$ cat config.mk
export PLATFORM = sky130hd
export DESIGN_NAME = ps2_key_hex_display_flat
export DESIGN_NICKNAME = d
export VERILOG_FILES = /design/src/rtl/ps2_pkg.sv /design/src/rtl/ps2_key_hex_display_if.sv /design/src/rtl/ps2_key_hex_display_hex7seg_dec.sv /design/src/rtl/ps2_key_hex_display.sv /design/src/flat_wrapper.sv
export SDC_FILE = /design/constraint.sdc
export NUM_CORES = 2
export LEC_CHECK = 0
export BUFFER_PORTS_ARGS = -buffer_cell sky130_fd_sc_hd__buf_2
export CAP_MARGIN = 20
export CORE_ASPECT_RATIO = 0.8
export CORE_MARGIN = 3
export CORE_UTILIZATION = 45
export DETAILED_ROUTE_END_ITERATION = 16
export HOLD_SLACK_MARGIN = 0.1
export PLACE_DENSITY = 0.66
export SLEW_MARGIN = 20
export SYNTH_ARGS = -nofsm -noshare
export SYNTH_HDL_FRONTEND = slang
export SYNTH_SLANG_ARGS = --single-unit
$ cat constraint.sdc
create_clock -name clk -period 5.3 [get_ports clk]
set_input_delay 0.53 -clock clk [delete_from_list [all_inputs] [get_ports clk]]
set_output_delay 0.53 -clock clk [all_outputs]
set_load 0.01 [all_outputs]
$ cat src/rtl/ps2_pkg.sv
// Shared constants and helpers for the PS/2 key / hex display block.
//   FRAME_BITS : PS/2 frame length (start + 8 data + parity + stop)
//   BREAK/EXT  : scancode prefix bytes
//   SEG7       : active-low seven-segment patterns, bit7=a .. bit1=g, bit0=dp
//   BLANK      : all segments off
//   ascii_default() : power-up contents of the scancode->ASCII table
package ps2_pkg;

  localparam int FRAME_BITS = 11;
  localparam logic [7:0] BREAK = 8'hF0;
  localparam logic [7:0] EXT   = 8'hE0;
  localparam logic [7:0] BLANK = 8'hFF;

  localparam logic [7:0] SEG7 [16] = '{
    8'h03, 8'h9F, 8'h25, 8'h0D, 8'h99, 8'h49, 8'h41, 8'h1F,
    8'h01, 8'h09, 8'h11, 8'hC1, 8'h63, 8'h85, 8'h61, 8'h71
  };

  // Set-2 make codes for letters, digits, space and enter; everything else 0x00.
  function automatic logic [7:0] ascii_default(input logic [7:0] sc);
    logic [7:0] a;
    a = 8'h00;
    case (sc)
      8'h1C: a = "a";  8'h32: a = "b";  8'h21: a = "c";  8'h23: a = "d";
      8'h24: a = "e";  8'h2B: a = "f";  8'h34: a = "g";  8'h33: a = "h";
      8'h43: a = "i";  8'h3B: a = "j";  8'h42: a = "k";  8'h4B: a = "l";
      8'h3A: a = "m";  8'h31: a = "n";  8'h44: a = "o";  8'h4D: a = "p";
      8'h15: a = "q";  8'h2D: a = "r";  8'h1B: a = "s";  8'h2C: a = "t";
      8'h3C: a = "u";  8'h2A: a = "v";  8'h1D: a = "w";  8'h22: a = "x";
      8'h35: a = "y";  8'h1A: a = "z";
      8'h45: a = "0";  8'h16: a = "1";  8'h1E: a = "2";  8'h26: a = "3";
      8'h25: a = "4";  8'h2E: a = "5";  8'h36: a = "6";  8'h3D: a = "7";
      8'h3E: a = "8";  8'h46: a = "9";
      8'h29: a = 8'h20;
      8'h5A: a = 8'h0D;
      default: a = 8'h00;
    endcase
    return a;
  endfunction

endpackage

$ cat src/rtl/ps2_key_hex_display_if.sv
// Bundle of the PS/2 pins, table write port and display/status outputs.
//   master : environment side (drives PS/2 pins and table writes)
//   slave  : the ps2_key_hex_display block
interface ps2_key_hex_display_if;
  logic       ps2_clk;
  logic       ps2_data;
  logic       we;
  logic [7:0] waddr;
  logic [7:0] din;
  logic [7:0] scancode;
  logic [7:0] asciicode;
  logic       ready;
  logic       overflow;
  logic [7:0] count;
  logic [7:0] HEX0, HEX1, HEX2, HEX3, HEX4, HEX5;

  modport master (
    output ps2_clk, ps2_data, we, waddr, din,
    input  scancode, asciicode, ready, overflow, count,
    input  HEX0, HEX1, HEX2, HEX3, HEX4, HEX5
  );

  modport slave (
    input  ps2_clk, ps2_data, we, waddr, din,
    output scancode, asciicode, ready, overflow, count,
    output HEX0, HEX1, HEX2, HEX3, HEX4, HEX5
  );
endinterface

$ cat src/rtl/ps2_key_hex_display_hex7seg_dec.sv
// Nibble to active-low seven-segment pattern (decimal point always off).
//   nibble_i : 4-bit value
//   seg_o    : bit7=a .. bit1=g, bit0=dp
module hex7seg_dec
  import ps2_pkg::*;
(
  input  logic [3:0] nibble_i,
  output logic [7:0] seg_o
);
  assign seg_o = SEG7[nibble_i];
endmodule

$ cat src/rtl/ps2_key_hex_display.sv
// PS/2 keyboard front end: frame receiver, make/break decoder, writable
// scancode->ASCII table and six seven-segment digits.
//   clk  : system clock
//   clrn : asynchronous active-low reset
//   bus  : PS/2 pins, table write port, scancode/ascii/ready/overflow/count,
//          HEX0..HEX5 (scancode lo/hi, ascii lo/hi, count lo/hi)
module ps2_key_hex_display
  import ps2_pkg::*;
(
  input logic                    clk,
  input logic                    clrn,
  ps2_key_hex_display_if.slave   bus
);

  localparam logic [3:0] LAST_BIT = 4'(FRAME_BITS - 1);

  // ---------------- receiver ----------------
  logic [2:0] sync_q;
  logic [9:0] shift_q;   // [0]=start, [8:1]=data, [9]=parity once full
  logic [3:0] bitcnt_q;
  logic       fall;
  logic       frame_ok;
  logic [7:0] rx_byte;

  assign fall     = sync_q[2] & ~sync_q[1];
  // Stop bit is the live data pin at the 11th edge; it is never stored.
  assign frame_ok = fall && (bitcnt_q == LAST_BIT) && !shift_q[0] &&
                    bus.ps2_data && (^shift_q[9:1]);
  assign rx_byte  = shift_q[8:1];

  always_ff @(posedge clk or negedge clrn) begin
    if (!clrn) begin
      sync_q   <= 3'b111;
      shift_q  <= '0;
      bitcnt_q <= '0;
    end else begin
      sync_q <= {sync_q[1:0], bus.ps2_clk};
      if (fall) begin
        if (bitcnt_q == LAST_BIT) begin
          bitcnt_q <= '0;
        end else begin
          shift_q  <= {bus.ps2_data, shift_q[9:1]};
          bitcnt_q <= bitcnt_q + 4'd1;
        end
      end
    end
  end

  // ---------------- make/break decoder ----------------
  logic       ext_q, brk_q, ready_q, overflow_q;
  logic [7:0] scancode_q, count_q;

  always_ff @(posedge clk or negedge clrn) begin
    if (!clrn) begin
      ext_q      <= 1'b0;
      brk_q      <= 1'b0;
      ready_q    <= 1'b0;
      overflow_q <= 1'b0;
      scancode_q <= 8'h00;
      count_q    <= 8'h00;
    end else if (frame_ok) begin
      if (rx_byte == EXT) begin
        ext_q <= 1'b1;
      end else if (rx_byte == BREAK) begin
        brk_q <= 1'b1;
      end else begin
        ext_q <= 1'b0;
        brk_q <= 1'b0;
        if (brk_q) begin
          scancode_q <= 8'h00;
          ready_q    <= 1'b0;
        end else if (!ready_q || rx_byte != scancode_q) begin
          // Auto-repeat of the held key falls through with no change.
          scancode_q <= rx_byte;
          ready_q    <= 1'b1;
          count_q    <= count_q + 8'd1;
          if (count_q == 8'hFF) overflow_q <= 1'b1;
        end
      end
    end
  end

  // ---------------- ASCII table ----------------
  // The RAM array holds user writes; an entry not yet written since reset
  // reads the built-in default, so the table starts in a known state
  // without needing memory initialisation.
  logic [7:0]   mem [256];
  logic [255:0] written_q;
  logic [7:0]   ascii_q;

  always_ff @(posedge clk) begin
    if (bus.we) mem[bus.waddr] <= bus.din;
  end

  // Read samples pre-write contents, giving old data on a same-address write.
  always_ff @(posedge clk or negedge clrn) begin
    if (!clrn) begin
      written_q <= '0;
      ascii_q   <= 8'h00;
    end else begin
      if (bus.we) written_q[bus.waddr] <= 1'b1;
      ascii_q <= written_q[scancode_q] ? mem[scancode_q]
                                       : ascii_default(scancode_q);
    end
  end

  // ---------------- display ----------------
  logic [3:0] nib [6];
  logic [7:0] seg [6];
  logic [7:0] hex [6];

  assign nib[0] = scancode_q[3:0];
  assign nib[1] = scancode_q[7:4];
  assign nib[2] = ascii_q[3:0];
  assign nib[3] = ascii_q[7:4];
  assign nib[4] = count_q[3:0];
  assign nib[5] = count_q[7:4];

  generate
    for (genvar gi = 0; gi < 6; gi++) begin : g_dig
      hex7seg_dec u_dec (.nibble_i(nib[gi]), .seg_o(seg[gi]));
      // Key-related digits blank when nothing is held; count always shown.
      if (gi < 4) begin : g_key
        assign hex[gi] = ready_q ? seg[gi] : BLANK;
      end else begin : g_cnt
        assign hex[gi] = seg[gi];
      end
    end
  endgenerate

  assign bus.HEX0      = hex[0];
  assign bus.HEX1      = hex[1];
  assign bus.HEX2      = hex[2];
  assign bus.HEX3      = hex[3];
  assign bus.HEX4      = hex[4];
  assign bus.HEX5      = hex[5];
  assign bus.scancode  = scancode_q;
  assign bus.asciicode = ascii_q;
  assign bus.ready     = ready_q;
  assign bus.overflow  = overflow_q;
  assign bus.count     = count_q;

endmodule

$ cat src/flat_wrapper.sv
// flat-port wrapper written by rule: the top's interface ports become plain ports
module ps2_key_hex_display_flat import ps2_pkg::*;
  (clk, clrn, bus_ps2_clk, bus_ps2_data, bus_we, bus_waddr, bus_din, bus_scancode, bus_asciicode, bus_ready, bus_overflow, bus_count, bus_HEX0, bus_HEX1, bus_HEX2, bus_HEX3, bus_HEX4, bus_HEX5);
  ps2_key_hex_display_if bus_i ();
  input logic clk;
  input logic clrn;
  input wire logic [$bits(bus_i.ps2_clk)-1:0] bus_ps2_clk;
  input wire logic [$bits(bus_i.ps2_data)-1:0] bus_ps2_data;
  input wire logic [$bits(bus_i.we)-1:0] bus_we;
  input wire logic [$bits(bus_i.waddr)-1:0] bus_waddr;
  input wire logic [$bits(bus_i.din)-1:0] bus_din;
  output wire logic [$bits(bus_i.scancode)-1:0] bus_scancode;
  output wire logic [$bits(bus_i.asciicode)-1:0] bus_asciicode;
  output wire logic [$bits(bus_i.ready)-1:0] bus_ready;
  output wire logic [$bits(bus_i.overflow)-1:0] bus_overflow;
  output wire logic [$bits(bus_i.count)-1:0] bus_count;
  output wire logic [$bits(bus_i.HEX0)-1:0] bus_HEX0;
  output wire logic [$bits(bus_i.HEX1)-1:0] bus_HEX1;
  output wire logic [$bits(bus_i.HEX2)-1:0] bus_HEX2;
  output wire logic [$bits(bus_i.HEX3)-1:0] bus_HEX3;
  output wire logic [$bits(bus_i.HEX4)-1:0] bus_HEX4;
  output wire logic [$bits(bus_i.HEX5)-1:0] bus_HEX5;
  assign bus_i.ps2_clk = bus_ps2_clk;
  assign bus_i.ps2_data = bus_ps2_data;
  assign bus_i.we = bus_we;
  assign bus_i.waddr = bus_waddr;
  assign bus_i.din = bus_din;
  assign bus_scancode = bus_i.scancode;
  assign bus_asciicode = bus_i.asciicode;
  assign bus_ready = bus_i.ready;
  assign bus_overflow = bus_i.overflow;
  assign bus_count = bus_i.count;
  assign bus_HEX0 = bus_i.HEX0;
  assign bus_HEX1 = bus_i.HEX1;
  assign bus_HEX2 = bus_i.HEX2;
  assign bus_HEX3 = bus_i.HEX3;
  assign bus_HEX4 = bus_i.HEX4;
  assign bus_HEX5 = bus_i.HEX5;
  ps2_key_hex_display u_core (.clk(clk), .clrn(clrn), .bus(bus_i));
endmodule
==> results.json <==
{
  "die_h_um": 415,
  "fp-row-count": 149,
  "ys_warn_count": 0,
  "final_area_um2": 105000,
  "end_kind": "primary output",
  "grt_max_degree": 145,
  "synthToLayoutAreaGrowth_pct": 12.2,
  "dp.cells": 7615,
  "seq_area_um2": 69000,
  "synth_seq_cells": 2348,
  "synth-async-reset-ratio_pct": 12.8,
  "fill_cells": 16300,
  "synth_top_area_share_pct": 65.4,
  "placed_area_um2": 98000,
  "clock_latency_ns": 0.85,
  "final-max-slew-violation-count": 0,
  "drtIter0Drc": 7337,
  "path_class": "reg2out",
  "synth_area_leaders": "edfxtp_1, mux4_2, dfrtp_1, mux2i_1, or2_2",
  "htreeDepth": 4,
  "ys.flop_type": "edfxtp_1",
  "postSynthAreaPerCell_um2": 19.1,
  "root_buffer": "clkbuf_16",
  "dieArea_um2": 215000,
  "post_cts_resized": 0,
  "wire_per_inst_um": 31.7,
  "required_ns": 4.77,
  "clk_pin_slew_ns": 0.06,
  "ir_drop_v": 0.000366,
  "hold_class": "in2reg",
  "setup_violations": 0,
  "fp.dieW_um": 517,
  "io_buffer_count": 88,
  "grt_use_total_pct": 23.7,
  "numCtsBuffers": 217,
  "cts.sinks": 2348,
  "finalNonFillerCells": 8040,
  "cts_tree": "yes",
  "yosysSeqAreaShare_pct": 73.4,
  "multiInputGateArea_um2": 23300,
  "finalPower_mw": 46.0,
  "hold_viol": 0,
  "drt-vias-per-instance": 6.22,
  "initial_core_util_pct": 45.4,
  "dr_total_vias": 50000,
  "wl_um": 255000,
  "cap_violations": 0,
  "final.setup.tns_ns": 0,
  "core_um2": 207000,
  "drc_errors": 0,
  "worst_pin_slew_ns": 1.20,
  "ioPinCount": 95,
  "synth_area_um2": 94000,
  "max_clock_freq_mhz": 214,
  "hpwl_um": 159000,
  "skew_ns": 0.0319,
  "crit_path_max_fanout": 43,
  "crit_arrival_ns": 4.14,
  "drtAntennaViolNets": 0,
  "synth_top_area_cell": "edfxtp_1",
  "finalCritPeriodShare_pct": 88.0,
  "grt_pass1_wl_um": 364000,
  "whs_ns": 0.194,
  "p_per_area_nw_per_um2": 437,
  "gp_congestion": 0.927,
  "layout.nets": 5183,
  "synth_edf_count": 2048,
  "gr-total-overflow": 0,
  "outcome": "finished clean",
  "rsz0062_at_grt": "no",
  "cts_setup_buffers": 0,
  "first_pass_iters": 7,
  "finalWorstPathRequiredPeriod_ns": 4.67,
  "p_leak_nw": 34.4,
  "clockBufferDepth": 3,
  "slew_headroom_pct": 19.7,
  "drive_gt1_share_pct": 28.3,
  "yosysUniqueCellTypes": 72,
  "antenna_found_initial": 14,
  "cp-start-kind": "register",
  "grt_pass1_vias": 48000,
  "syn_inst": 4927
}
logic make-up (layout without fill, tap and decap cells):
logic type,Yosys count,in the layout,share of synthesized area [%]
AOI/OAI and AO/OA,487,487,3.53
xor gates and xnor gates,21,21,0.196
adders and majority gates,43,43,0.572
buffers and inverters,339,722,1.98
DFF,2348,2348,73.4
muxes,788,788,15.7
other,1,13,0.00399
and+or+nand+nor,900,900,4.67
where the power goes:
group	switching [mW]	total (mW)	internal, mW
registers	0.531	20.9	20.4
logic	5.75	9.13	3.38
clock network	7.02	16.0	8.96
worst max-delay path: stages (launching register included):
cell,delay [ns]
dfrtp_4,0.96
buf_12,0.40
buf_4,0.35
ha_1,0.30
nor2b_1,0.28
nor2_1,0.07
o21ai_0,0.60
buf_2,0.26
placed cells by master, fill, tap and decap left out, types with 43 or more instances in the layout:
cell	Yosys	routed
nor2_1	332	310
buf_4	49	158
edfxtp_1	2048	2048
a21oi_1	85	85
buf_2	72	79
clkbuf_16	0	221
o22ai_1	59	59
nand3_1	56	51
o221ai_1	75	75
clkinv_2	0	62
ha_1	43	43
nand2_1	130	130
mux2i_1	225	225
or2_2	259	258
dfrtp_1	297	288
mux4_2	545	545
o21ai_0	90	90
routing by layer:
layer / track usage, % / share of wire, % / wire, µm / up-vias
met3: 6.84 / 12 / 30100 / 424
met4: 7.02 / 3.0 / 7680 / 4
met2: 32.7 / 43 / 110000 / 2916
met5: 0 / 0.0082 / 21 / -
met1: 36.4 / 42 / 107000 / 26400
li1: - / - / - / 20200
sequential cells by signal, indices dropped and copies added, names as in the netlist, 3 cells and up:
| register | cells |
|---|---|
| u_core.bus.count | 8 |
| u_core.bus.asciicode | 8 |
| u_core.bitcnt_q | 4 |
| u_core.written_q | 256 |
| u_core.shift_q | 10 |
| u_core.bus.scancode | 8 |
| u_core.mem | 2048 |
| u_core.sync_q | 3 |
path summary, 6_finish.rpt:
path | startpoint | end | slack [ns] | cells past startpoint
max reg2reg | u_core.bus.scancode[0] | u_core.bus.asciicode[0] | 0.96 | 10
min in group asynchronous | clrn | u_core.bus.count[7] | 0.28 | 2
max | u_core.bus.scancode[0] | bus_HEX0[3] | 0.63 | 7
min | bus_din[2] | u_core.mem[151][2] | 0.19 | 1
max in group asynchronous | clrn | u_core.written_q[238] | 3.75 | 3
min reg2reg | u_core.sync_q[0] | u_core.sync_q[1] | 0.36 | 0
per-stage QoR:
stage	utilization (%)	setup WS, ns
finish	51.0	0.634
global route	51.0	0.428
CTS	50.9	0.439
detailed placement	47.4	1.03
global placement	47.3	0.998
floorplan	-	2.10
synth_stat cells (23+ instances only):
library cell / number
nor2_1: 332
dfrtp_1: 297
or2_2: 259
mux2i_1: 225
edfxtp_1: 2048
o221ai_1: 75
nand3_1: 56
nand2_1: 130
o21ai_0: 90
mux4_2: 545
ha_1: 43
a22oi_1: 33
clkbuf_1: 127
nor3_1: 32
buf_2: 72
o22ai_1: 59
a21oi_1: 85
buf_4: 49
buf_6: 41
inv_1: 34
nor2b_1: 23
timing repair:
item / CTS / global route
endpoints found under the setup margin: 0 / 0
endpoints found under the hold margin: 92 / 0
hold buffers: 3 / 0
cell type report:
cell class | instances | share of cell area (%)
antenna | 7 | 0.0166
tap | 2718 | 3.22
clock inverter | 127 | 1.20
timing repair buffer | 272 | 2.08
clock buffer | 288 | 5.80
multi-input combinational | 2245 | 22.1
sequential | 2348 | 65.5
inverter | 35 | 0.129
(Power assumes the default switching activity.)
